File: config.mk
export PLATFORM = sky130hd
export DESIGN_NAME = vend_credit_ctrl
export DESIGN_NICKNAME = d
export VERILOG_FILES = /design/src/rtl/vend_credit_ctrl.sv
export SDC_FILE = /design/constraint.sdc
export NUM_CORES = 1
export LEC_CHECK = 0
export CELL_PAD_IN_SITES_DETAIL_PLACEMENT = 1
export CELL_PAD_IN_SITES_GLOBAL_PLACEMENT = 1
export CORE_MARGIN = 1
export CORE_UTILIZATION = 41
export CTS_BUF_LIST = sky130_fd_sc_hd__clkbuf_8
export DETAILED_ROUTE_END_ITERATION = 10
export PLACE_DENSITY = 0.81
export SLEW_MARGIN = 20
export SYNTH_ARGS = -nofsm -noshare
export SYNTH_HDL_FRONTEND = slang
export SYNTH_SLANG_ARGS = --single-unit
File: constraint.sdc
create_clock -name clk -period 5.4 [get_ports clk]
set_input_delay 1.08 -clock clk [delete_from_list [all_inputs] [get_ports clk]]
set_output_delay 1.08 -clock clk [all_outputs]
set_load 0.01 [all_outputs]
File: src/rtl/vend_credit_ctrl.sv
// Coin credit / dispense controller with change refund and a multiplexed 7-segment credit display.
// Build option: define LEADING_ZERO_BLANK_EN to blank leading zero digits on the display.
module vend_credit_ctrl #(
    parameter int                     NUM_COINS       = 4,
    parameter logic [8*NUM_COINS-1:0] COIN_VALS       = 32'h19_0A_05_01,
    parameter int                     CREDIT_W        = 8,
    parameter int                     PRICE           = 50,
    parameter int                     MAX_CREDIT      = 99,
    parameter int                     DISPENSE_CYCLES = 50000000,
    parameter int                     DIGITS          = 3,
    parameter int                     SCAN_DIV        = 500000
) (
    input  logic                 clk,
    input  logic                 reset,
    input  logic [NUM_COINS-1:0] coin,
    input  logic                 cancel,
    output logic [CREDIT_W-1:0]  credit,
    output logic                 dispense,
    output logic                 change_valid,
    output logic [CREDIT_W-1:0]  change_amt,
    output logic                 reject,
    output logic                 busy,
    output logic [6:0]           display,
    output logic [DIGITS-1:0]    enable
);

    localparam logic [1:0] ST_IDLE     = 2'd0;
    localparam logic [1:0] ST_COLLECT  = 2'd1;
    localparam logic [1:0] ST_DISPENSE = 2'd2;
    localparam logic [1:0] ST_REFUND   = 2'd3;

    // The sum is one bit wider than both operands so the ceiling test sees any carry.
    localparam int SUM_W   = ((CREDIT_W > 8) ? CREDIT_W : 8) + 1;
    localparam int TIMER_W = (DISPENSE_CYCLES > 1) ? $clog2(DISPENSE_CYCLES) : 1;
    localparam int SCAN_W  = (SCAN_DIV > 1) ? $clog2(SCAN_DIV) : 1;
    localparam int IDX_W   = (DIGITS > 1) ? $clog2(DIGITS) : 1;

    localparam logic [SUM_W-1:0]   MAX_SUM    = SUM_W'(MAX_CREDIT);
    localparam logic [SUM_W-1:0]   PRICE_SUM  = SUM_W'(PRICE);
    localparam logic [TIMER_W-1:0] TIMER_LOAD = TIMER_W'(DISPENSE_CYCLES - 1);
    localparam logic [SCAN_W-1:0]  SCAN_LAST  = SCAN_W'(SCAN_DIV - 1);
    localparam logic [IDX_W-1:0]   IDX_LAST   = IDX_W'(DIGITS - 1);

    logic [1:0]           state_q,    state_d;
    logic [CREDIT_W-1:0]  credit_q,   credit_d;
    logic [TIMER_W-1:0]   timer_q,    timer_d;
    logic                 reject_q,   reject_d;
    logic [SCAN_W-1:0]    scan_cnt_q, scan_cnt_d;
    logic [IDX_W-1:0]     scan_idx_q, scan_idx_d;
    logic [DIGITS-1:0]    enable_q,   enable_d;
    logic [6:0]           display_q,  display_d;

    logic                 coin_hit;
    logic [7:0]           coin_val;
    logic [SUM_W-1:0]     sum;
    logic [4*DIGITS-1:0]  bcd;
    logic [DIGITS-1:0]    blank;

    // Lowest-index coin wins: the descending loop lets lower channels overwrite higher ones.
    always_comb begin
        coin_hit = 1'b0;
        coin_val = '0;
        for (int i = NUM_COINS - 1; i >= 0; i--) begin
            if (coin[i]) begin
                coin_hit = 1'b1;
                coin_val = COIN_VALS[8*i +: 8];
            end
        end
    end

    assign sum = SUM_W'(credit_q) + SUM_W'(coin_val);

    // NOTE: every combinational output gets a default first so no path can infer a latch.
    always_comb begin
        state_d  = state_q;
        credit_d = credit_q;
        timer_d  = timer_q;
        reject_d = 1'b0;
        case (state_q)
            ST_IDLE, ST_COLLECT: begin
                if ((state_q == ST_COLLECT) && cancel) begin
                    state_d  = ST_REFUND;
                    reject_d = coin_hit;
                end else if (coin_hit) begin
                    if (sum > MAX_SUM) begin
                        reject_d = 1'b1;
                    end else if (sum >= PRICE_SUM) begin
                        credit_d = CREDIT_W'(sum - PRICE_SUM);
                        timer_d  = TIMER_LOAD;
                        state_d  = ST_DISPENSE;
                    end else begin
                        credit_d = CREDIT_W'(sum);
                        state_d  = ST_COLLECT;
                    end
                end
            end
            ST_DISPENSE: begin
                reject_d = coin_hit;
                if (timer_q == '0) begin
                    state_d = (credit_q != '0) ? ST_REFUND : ST_IDLE;
                end else begin
                    timer_d = timer_q - 1'b1;
                end
            end
            ST_REFUND: begin
                reject_d = coin_hit;
                credit_d = '0;
                state_d  = ST_IDLE;
            end
            default: state_d = ST_IDLE;
        endcase
    end

    // Double-dabble binary to BCD; digit 0 holds the ones.
    always_comb begin
        bcd = '0;
        for (int b = CREDIT_W - 1; b >= 0; b--) begin
            for (int d = 0; d < DIGITS; d++) begin
                if (bcd[4*d +: 4] >= 4'd5) begin
                    bcd[4*d +: 4] = bcd[4*d +: 4] + 4'd3;
                end
            end
            bcd = {bcd[4*DIGITS-2:0], credit_q[b]};
        end
    end

    always_comb begin
        blank = '0;
`ifdef LEADING_ZERO_BLANK_EN
        begin
            logic lead;
            lead = 1'b1;
            for (int d = DIGITS - 1; d >= 1; d--) begin
                lead     = lead && (bcd[4*d +: 4] == 4'd0);
                blank[d] = lead;
            end
        end
`endif
    end

    function automatic logic [6:0] seg7(input logic [3:0] v, input logic blank_i);
        logic [6:0] s;
        case (v)
            4'd0:    s = 7'h40;
            4'd1:    s = 7'h79;
            4'd2:    s = 7'h24;
            4'd3:    s = 7'h30;
            4'd4:    s = 7'h19;
            4'd5:    s = 7'h12;
            4'd6:    s = 7'h02;
            4'd7:    s = 7'h78;
            4'd8:    s = 7'h00;
            4'd9:    s = 7'h10;
            default: s = 7'h7F;
        endcase
        return blank_i ? 7'h7F : s;
    endfunction

    // Enable and segments are both built from the next index so they change on the same edge.
    always_comb begin
        scan_cnt_d = scan_cnt_q + 1'b1;
        scan_idx_d = scan_idx_q;
        if (scan_cnt_q == SCAN_LAST) begin
            scan_cnt_d = '0;
            scan_idx_d = (scan_idx_q == IDX_LAST) ? '0 : scan_idx_q + 1'b1;
        end
        enable_d  = ~(DIGITS'(1) << scan_idx_d);
        display_d = seg7(bcd[4*scan_idx_d +: 4], blank[scan_idx_d]);
    end

    // NOTE: sequential state uses non-blocking assignments so every register samples pre-edge values.
    always_ff @(posedge clk) begin
        if (reset) begin
            state_q    <= ST_IDLE;
            credit_q   <= '0;
            timer_q    <= '0;
            reject_q   <= 1'b0;
            scan_cnt_q <= '0;
            scan_idx_q <= '0;
            enable_q   <= ~DIGITS'(1);
            display_q  <= 7'h7F;
        end else begin
            state_q    <= state_d;
            credit_q   <= credit_d;
            timer_q    <= timer_d;
            reject_q   <= reject_d;
            scan_cnt_q <= scan_cnt_d;
            scan_idx_q <= scan_idx_d;
            enable_q   <= enable_d;
            display_q  <= display_d;
        end
    end

    assign credit       = credit_q;
    assign dispense     = (state_q == ST_DISPENSE);
    assign change_valid = (state_q == ST_REFUND);
    assign change_amt   = change_valid ? credit_q : '0;
    assign busy         = (state_q == ST_DISPENSE) || (state_q == ST_REFUND);
    assign reject       = reject_q;
    assign display      = display_q;
    assign enable       = enable_q;

endmodule

==> results.json <==
{
  "die_height_um": 108.4,
  "synth_largest_area_cell": "dfxtp_1",
  "cts_hold_buf": 0,
  "synth_top_area_share_pct": 29.33,
  "synth_ff_type": "dfxtp_1",
  "drt_wl_total_mm": 12.86,
  "worstSetupPathType": "flip-flop to flip-flop",
  "report.final.hold_viol_count": 0,
  "synth_edf_count": 0,
  "grtUsageTotal_pct": 22.68,
  "grt_max_degree": 35,
  "worstSkewPairLatency_ns": 0.35,
  "clkTransAtPathRegs_ns": 0.08,
  "finClkSkew_ns": 0.01299,
  "switching_share_pct": 44.32,
  "drv_cap": 0,
  "hp-class": "flip-flop to flip-flop",
  "cellLeakagePower_uw": 0.002106,
  "root_buffer": "clkbuf_8",
  "timing.fmax_ghz": 0.1905,
  "area_growth_pct": 19.12,
  "grt_remaining_overflow": 0,
  "antenna_found_initial": 0,
  "timing.hold.ws_ns": 0.4753,
  "clockBufferDepth": 2,
  "portBuffers": 36,
  "route.vias.total": 4328,
  "slew_headroom_pct": 49.69,
  "placed_cells_incl_taps": 734,
  "synth_area_per_cell_um2": 8.127,
  "drtIter0Drc": 196,
  "stdcell_count": 760,
  "drive_gt1_share_pct": 13.87,
  "dp_hpwl_mm": 9.459,
  "antenna_cells": 0,
  "synth_area_leaders": "dfxtp_1 (29%), nor2_1 (6.1%), xnor2_1 (6.0%)",
  "final_common_cell": "nor2_1",
  "dr.pass1.iters": 4,
  "power_frac_comb_pct": 53.7,
  "seqPwrFrac_pct": 29.8,
  "floorplan.die_area_um2": 11750,
  "start_kind": "flip-flop",
  "netlist_instances": 571,
  "ys_warn_count": 0,
  "ys_types": 80,
  "fillerInstances": 1308,
  "core-area_um2": 10940,
  "postPlaceCellArea_um2": 5213,
  "setup_slack_ns": 0.1502,
  "ir_drop_v": 0.0002148,
  "cts_tree": "yes",
  "ys_async_sr_fraction_pct": 0,
  "crit_fanout": 7,
  "avgViaCountPerCell": 5.695,
  "numCtsBuffers": 9,
  "pwr_density_cell_nw_per_um2": 436.3,
  "synthesis.area_um2": 4641,
  "status": "completed",
  "syn_nets": 599,
  "grt_pass1_wl_mm": 21.32,
  "wl_per_cell_um": 16.92,
  "post-route-min-period_ns": 5.250,
  "grt_pass1_vias": 4467,
  "start_util_pct": 42.44,
  "clock-sinks": 68,
  "tightest_slew_ns": 0.7536,
  "cp.arrival_ns": 5.51,
  "io-pin-count": 37,
  "placementRows": 38,
  "die_width_um": 108.4,
  "stdcell_area_um2": 5528,
  "final_antenna_net_count": 0,
  "place.gp.congestion": 0.8747,
  "fin_crit_sh_pct": 97.22,
  "htreeDepth": 3,
  "power_uw": 2412,
  "nets": 643,
  "p_clk_share_pct": 16.5,
  "setup_viol": 0,
  "dp_slack_ns": -0.09449,
  "route.detailed.drc": 0,
  "p_switching_uw": 1069,
  "cp-end-kind": "flip-flop",
  "ys_ff_latch": 68,
  "critPathRequiredTime_ns": 5.66,
  "ys_seq_area_share_pct": 29.33,
  "maxSlewViolCount": 0,
  "most-common-layout-cells": "nor2_1 (74), dfxtp_1 (67), a21oi_1 (43)",
  "internal_power_uw": 1343
}
[worst paths after layout]
kind	startpoint	endpoint	slack, ns	depth (start not counted)
hold / removal	scan_cnt_q[0]$_SDFF_PP0_	scan_cnt_q[0]$_SDFF_PP0_	0.48	1
setup reg to reg	credit[6]$_SDFFE_PP0P_	display[6]$_SDFF_PP1_	0.15	25
setup / recovery	credit[6]$_SDFFE_PP0P_	display[6]$_SDFF_PP1_	0.15	25
hold reg to reg	scan_cnt_q[0]$_SDFF_PP0_	scan_cnt_q[0]$_SDFF_PP0_	0.48	1
[worst max-delay path, stage by stage, from the launching register on]
cell	delay, ns
dfxtp_2	0.35
inv_4	0.06
ha_4	0.17
o21ai_2	0.16
xnor2_2	0.16
ha_2	0.25
nand2b_1	0.12
a32oi_4	0.32
xnor2_4	0.19
inv_4	0.07
ha_4	0.19
nand2b_4	0.10
nand2b_1	0.08
o21a_2	0.25
and3_4	0.22
a2111oi_4	0.40
xnor2_2	0.19
inv_1	0.08
ha_2	0.23
or4_1	0.51
mux2_2	0.29
o211ai_1	0.23
buf_4	0.20
buf_4	0.09
nor3_1	0.05
o31ai_1	0.21
[routing by layer]
metal  wire length [µm]  part of all wire (%)  GRT usage (%)  up-vias
met1               5822                    45          27.41     2135
met3                246                   1.9          2.230       17
li1                   -                     -              -     2131
met2               6570                    51          41.77       45
met5                  0                     0              0        -
met4                217                   1.7          7.432        0
[cells in the mapped netlist (3+ instances only)]
library cell	number
nor4_1	16
mux2_2	6
buf_4	4
o21ai_0	14
nor2b_1	5
xor2_1	16
a211oi_1	8
nand3_1	17
nor2_1	75
nand2b_1	12
nor4b_1	3
a21oi_1	44
a211o_1	4
ha_1	20
dfxtp_1	68
and3_1	11
o31ai_1	3
nand2_1	41
o211ai_1	6
inv_1	18
nor3_1	15
o21ai_1	6
or4_1	3
mux2i_1	5
o21a_1	4
xnor2_1	32
nand3b_1	3
and2_1	9
clkbuf_1	22
nand4_1	4
or3_1	12
[logic make-up (layout without fill, tap and decap cells)]
family | after synthesis | in the layout | share of synthesized area, %
XOR/XNOR | 50 | 50 | 9.895
adder cells (fa/ha/maj) | 21 | 21 | 5.824
AND/OR/NAND/NOR | 236 | 236 | 25.78
multiplexers | 15 | 15 | 4.233
buffers and inverters | 48 | 97 | 4.233
flip-flops | 68 | 68 | 29.33
AO/OA/AOI/OAI | 133 | 133 | 20.71
[power by group through the flow]
stage | combinational [µW] | sequential (µW) | clock, µW
2_1_floorplan | 932 | 700 | 0
3_3_place_gp | 1190 | 718 | 0
3_5_place_dp | 1240 | 726 | 0
4_1_cts | 1260 | 715 | 409
5_1_grt | 1430 | 731 | 425
6_report | 1300 | 718 | 398
[cell type report]
class | instances | area (µm²) | area share, %
clock inverter | 4 | 22.52 | 0.4074
multi-input combinational | 455 | 3174 | 57.42
clock buffer | 12 | 165.2 | 2.988
sequential | 68 | 1363 | 24.65
inverter | 21 | 83.83 | 1.517
timing repair buffer | 60 | 544.3 | 9.846
tap | 140 | 175.2 | 3.169
[flip-flops by register name (all words and copies together) (netlist names)]
name,flops
credit,8
scan_cnt_q,19
display,7
enable,3
reject,1
state_q,2
scan_idx_q,2
timer_q,26
[per-stage QoR]
stage | setup TNS, ns | util, %
after global routing | -0.1596 | 50.55
after floorplan | 0 | -
after global placement | 0 | 47.67
final | 0 | 50.55
after CTS | 0 | 49.45
after detailed placement | -0.1625 | 47.67
[repair_timing]
action | CTS | global route
buffers inserted | 1 | 9
pin swaps | 1 | 5
endpoints found under the setup margin | 5 | 7
gates resized for setup | 0 | 12
No activity file was read; power rests on OpenSTA's default activity.
==> RTL edit 1, RTL diff (same settings) <==
Add a define of `LEADING_ZERO_BLANK_EN`.
--- a/src/rtl/vend_credit_ctrl.sv
+++ b/src/rtl/vend_credit_ctrl.sv
@@ -1,5 +1,7 @@
 // Coin credit / dispense controller with change refund and a multiplexed 7-segment credit display.
 // Build option: define LEADING_ZERO_BLANK_EN to blank leading zero digits on the display.
+`define LEADING_ZERO_BLANK_EN
+
 module vend_credit_ctrl #(
     parameter int                     NUM_COINS       = 4,
     parameter logic [8*NUM_COINS-1:0] COIN_VALS       = 32'h19_0A_05_01,
Formal check against the unedited RTL: no difference found for any inputs over 10 cycles, from zero or initial values and one cycle with reset high; that may be too few to reach the edited logic, so the function may still have changed.
==> RTL edit 1 against the unedited design <==
The flow now finishes with violations (design-rule violations); final area up 4.4%; setup slack improved by 0.16 ns; total power up 38%; cell count rose by 7.0%; first-iteration DRC count is 16% lower; sequential cell count unchanged; routed wire length grew 9.8%; area after synthesis grew 6.3%; critical path type unchanged; largest cell class unchanged; largest power group unchanged; highest routed layer unchanged.
==> RTL edit 1: results (changes against the unedited design) <==
[run_status]
status=finished, violations left
violations=design-rule violations

[yosys]
synth_cell_types=75  ; -6.3%
synth_compound_area_share_pct=24.96  ; +4.2 points
synthMuxAreaShare_pct=2.815  ; -1.4 points
ys_seq_area_share_pct=27.59  ; -1.7 points
synthAdderAreaFrac_pct=4.717  ; -1.1 points
syn-num-nets=651  ; +8.7%
synthTopCellsByCount=nor2_1, dfxtp_1, a21oi_1
synth_xor_area_share_pct=7.380  ; -2.5 points
yosys-top-cells-area=dfxtp_1, nor2_1, a21oi_1, xnor2_1, ha_1

[sta]
finClkSkew_ns=0.01161  ; -0.001379 ns
max_slew_margin_pct=30.01  ; -20 points

[grt]
antenna_found_initial=0  ; unchanged
grt_start_max_net_pins=39  ; +11%
grtUsageTotal_pct=23.68  ; +1.0 points
grt_pass1_vias=4937  ; +11%
grt_pass1_wl_mm=24.16  ; +13%

[detailed_routing]
num_vias=4804  ; +11%
firstDrtPassIters=7  ; +3
finalWirelength_mm=14.11  ; +9.8%
drt_iter0_drc=164  ; -16%
drc=2  ; +2

[clock_tree]
cts-root-buf=clkbuf_8
clk_latency_ns=0.35  ; about the same
cts_buffers=9  ; unchanged

[place]
post-place-ws_ns=0.06774  ; +0.1622 ns
hpwl_mm=10.46  ; +11%
port_buffers=36  ; unchanged
gp_congestion=0.8630  ; -1.3%

[worst_setup_path]
crit_fanout=9  ; +2
cp.arrival_ns=5.34  ; -0.17 ns

[cells_and_area]
layout-drive-gt1-share_pct=10.90  ; -3.0 points
nFillCells=1427  ; +9.1%
nNetsFinal=690  ; +7.3%

[power]
ir_worst_vdd_v=0.0003413  ; +59%
leakage_nw=2.212  ; +5.0%

## RTL edit 1: area by class of cell
| type | instances | share of cell area [%] |
|---|---|---|
| clock inverters | 4 | 1.236 |
| repair buffers | 56 | 9.063 |
| clock buffers | 12 | 2.862 |
| multi-input cells | 511 | 58.89 |
| flip-flops and latches | 68 | 23.61 |
| inverters | 19 | 1.236 |
| well taps | 143 | 3.101 |
## RTL edit 1: metal layers
metal	GRT usage (%)	share of wire [%]
met1	29.34	46
met2	41.53	50
met3	3.538	2.3
met4	8.468	1.6
met5	0	0
## RTL edit 1: power breakdown
| group | internal [mW] | switching (mW) | leakage (nW) |
|---|---|---|---|
| Combinational | 0.837 | 1.19 | 1.54 |
| Sequential | 0.647 | 0.159 | 0.554 |
| Clock | 0.296 | 0.197 | 0.120 |
## RTL edit 1: worst paths after layout
check             cells after the start  slack, ns           from       endpoint
hold reg to reg                       1       0.45  scan_cnt_q[0]  scan_cnt_q[0]
setup / recovery                     21       0.31      credit[5]     display[3]
setup reg to reg                     21       0.31      credit[5]     display[3]
hold / removal                        1       0.45  scan_cnt_q[0]  scan_cnt_q[0]
## RTL edit 1: repair_timing
action                                  4_1_cts  5_1_grt
endpoints found under the hold margin         0        0
buffers inserted                              0        4
endpoints found under the setup margin        0        7
gates resized for setup                       0        4
## RTL edit 1: worst max-delay path: stages, from the launching register on
cell,delay (ns)
dfxtp_2,0.38
ha_2,0.24
o21ai_0,0.09
mux2_4,0.29
ha_1,0.23
nand2b_1,0.16
o211a_1,0.24
o221a_4,0.25
inv_2,0.08
ha_1,0.27
nor2b_1,0.18
o31ai_1,0.33
o311ai_2,0.30
nor2_1,0.20
a21oi_1,0.07
ha_1,0.34
nand2_1,0.08
nor3_2,0.19
o41ai_4,0.09
buf_4,0.21
or4_1,0.52
a31o_1,0.23
## RTL edit 1: cell families (layout without fill, tap and decap cells)
family | after synthesis | in the layout
AO/OA/AOI/OAI | 162 | 162
XOR/XNOR | 40 | 40
adder cells (fa/ha/maj) | 18 | 18
buffers and inverters | 47 | 91
flip-flops | 68 | 68
multiplexers | 13 | 13
AND/OR/NAND/NOR | 278 | 278
## RTL edit 1: per-stage QoR
step | cell area [µm²] | cells
2_1_floorplan | 4945 | 626
3_3_place_gp | 5489 | 793
3_5_place_dp | 5489 | 793
4_1_cts | 5725 | 809
5_1_grt | 5771 | 813
6_report | 5771 | 813
==> RTL edit 2, RTL diff (config.mk and constraints unchanged) <==
Made on the original files. Make the reset (`reset`) asynchronous in one clocked block.
--- a/src/rtl/vend_credit_ctrl.sv
+++ b/src/rtl/vend_credit_ctrl.sv
@@ -169,7 +169,7 @@
     end
 
     // NOTE: sequential state uses non-blocking assignments so every register samples pre-edge values.
-    always_ff @(posedge clk) begin
+    always_ff @(posedge clk or posedge reset) begin
         if (reset) begin
             state_q    <= ST_IDLE;
             credit_q   <= '0;
Check against the original RTL: differs if reset is asserted again (counterexample within 4 cycles, from zero or initial values and one cycle with reset high); with reset held inactive, the same outputs for 4 cycles.
==> RTL edit 2 against the unedited design <==
Via count rose by 12%; synthesized cell count is 3.2% higher; first-iteration DRC count up 42%; clock skew is 0.0038 ns lower; combinational power rose by 62%; routed wire length rose by 17%; non-clock buffer count down 1; total power grew 40%; setup slack gained 0.0057 ns; area after synthesis rose by 11%; sequential cell count unchanged; final area is 9.2% higher; largest cell class unchanged.
==> RTL edit 2: results (changes against the unedited design) <==
[run_status]
status=complete, no violations

[worst_setup_path]
crit_fanout=14  ; +7
slowest_stage=dfrtp_2
cp.arrival_ns=5.52  ; about the same
crit_path_end=display[6]
cp_slowest_stage_delay_ns=0.45  ; -0.06 ns
crit_path_start=credit[5]

[grt]
grt_pass1_wl_mm=24.80  ; +16%
grtUsageTotal_pct=24.16  ; +1.5 points
grt_start_max_net_pins=59  ; +69%
grt_pass1_vias=5109  ; +14%

[place]
post-place-ws_ns=0.02943  ; +0.1239 ns
placed_area_um2=5771  ; +11%
placedCellCount=789  ; +7.5%
port_buffers=36  ; unchanged
hpwl_mm=11.03  ; +17%
gp_congestion=0.8610  ; -1.6%

[cells_and_area]
fin_util_pct=49.86  ; -0.69 points
multi_input_area_share_pct=53.69  ; -3.7 points
clkbuf_count=13  ; +1
layout.nonclk_buf_share_pct=9.034  ; -0.81 points
clock_area_share_pct=3.668  ; +0.27 points
regArea_um2=1714  ; +26%
top_register=timer_q
buffers_excl_clock=59  ; -1.7%
nNetsFinal=662  ; +3.0%
nFillCells=1432  ; +9.5%
nNonClkInverters=28  ; +33%
layout-drive-gt1-share_pct=13.93  ; +0.057 points

[yosys]
synth_cell_types=87  ; +8.8%
synthTopCellsByCount=dfrtp_1, nand2_1, nor2_1
synth_xor_area_share_pct=5.457  ; -4.4 points
syn-num-nets=617  ; +3.0%
postSynthAreaPerCell_um2=8.720  ; +7.3%
synthAdderAreaFrac_pct=5.262  ; -0.56 points
ys_seq_area_share_pct=33.35  ; +4.0 points
synth_flop_cell=dfrtp_1
yosys-top-cells-area=dfrtp_1, ha_1, dfstp_2, xnor2_1, nand2_1
synth_compound_area_share_pct=24.73  ; +4.0 points
ys_async_sr_fraction_pct=100.0  ; +100 points

[detailed_routing]
firstDrtPassIters=6  ; +2
num_vias=4836  ; +12%
drt_iter0_drc=278  ; +42%
wire_per_inst_um=18.69  ; +11%

[power]
ir_worst_vdd_v=0.0001630  ; -24%
seqPwrFrac_pct=23.5  ; -6.3 points
p_sw_mw=1.558  ; +46%
leakage_nw=2.363  ; +12%
total_power_mw=3.366  ; +40%
p_clk_mw=0.461  ; +16%

[worst_hold_path]
worstHoldPathType=reg2reg

[sta]
max_slew_margin_pct=36.05  ; -14 points
period_share_pct=97.11  ; -0.10 points
finClkSkew_ns=0.009161  ; -0.003828 ns

## RTL edit 2: worst min path at each step
stage	start	to	slack, ns	depth (start not counted)
6_report	timer_q[0]	timer_q[0]	0.48	1
5_1_grt	timer_q[0]	timer_q[0]	0.50	1
4_1_cts	timer_q[0]	timer_q[0]	0.48	1
3_5_place_dp	timer_q[0]	timer_q[0]	0.47	1
3_3_place_gp	timer_q[0]	timer_q[0]	0.46	1
2_1_floorplan	timer_q[0]	timer_q[0]	0.44	1
## RTL edit 2: repair_timing
action | in CTS | in global routing
setup buffers | 0 | 2
setup endpoints to repair | 1 | 7
pin swaps | 0 | 2
resized for setup | 1 | 8
## RTL edit 2: layer usage
layer	GRT usage, %	vias up	share of wire, %
met5	0	-	0
met4	7.706	0	1.2
met3	3.826	18	2.8
met2	43.35	88	51
met1	29.53	2448	45
li1	-	2282	-
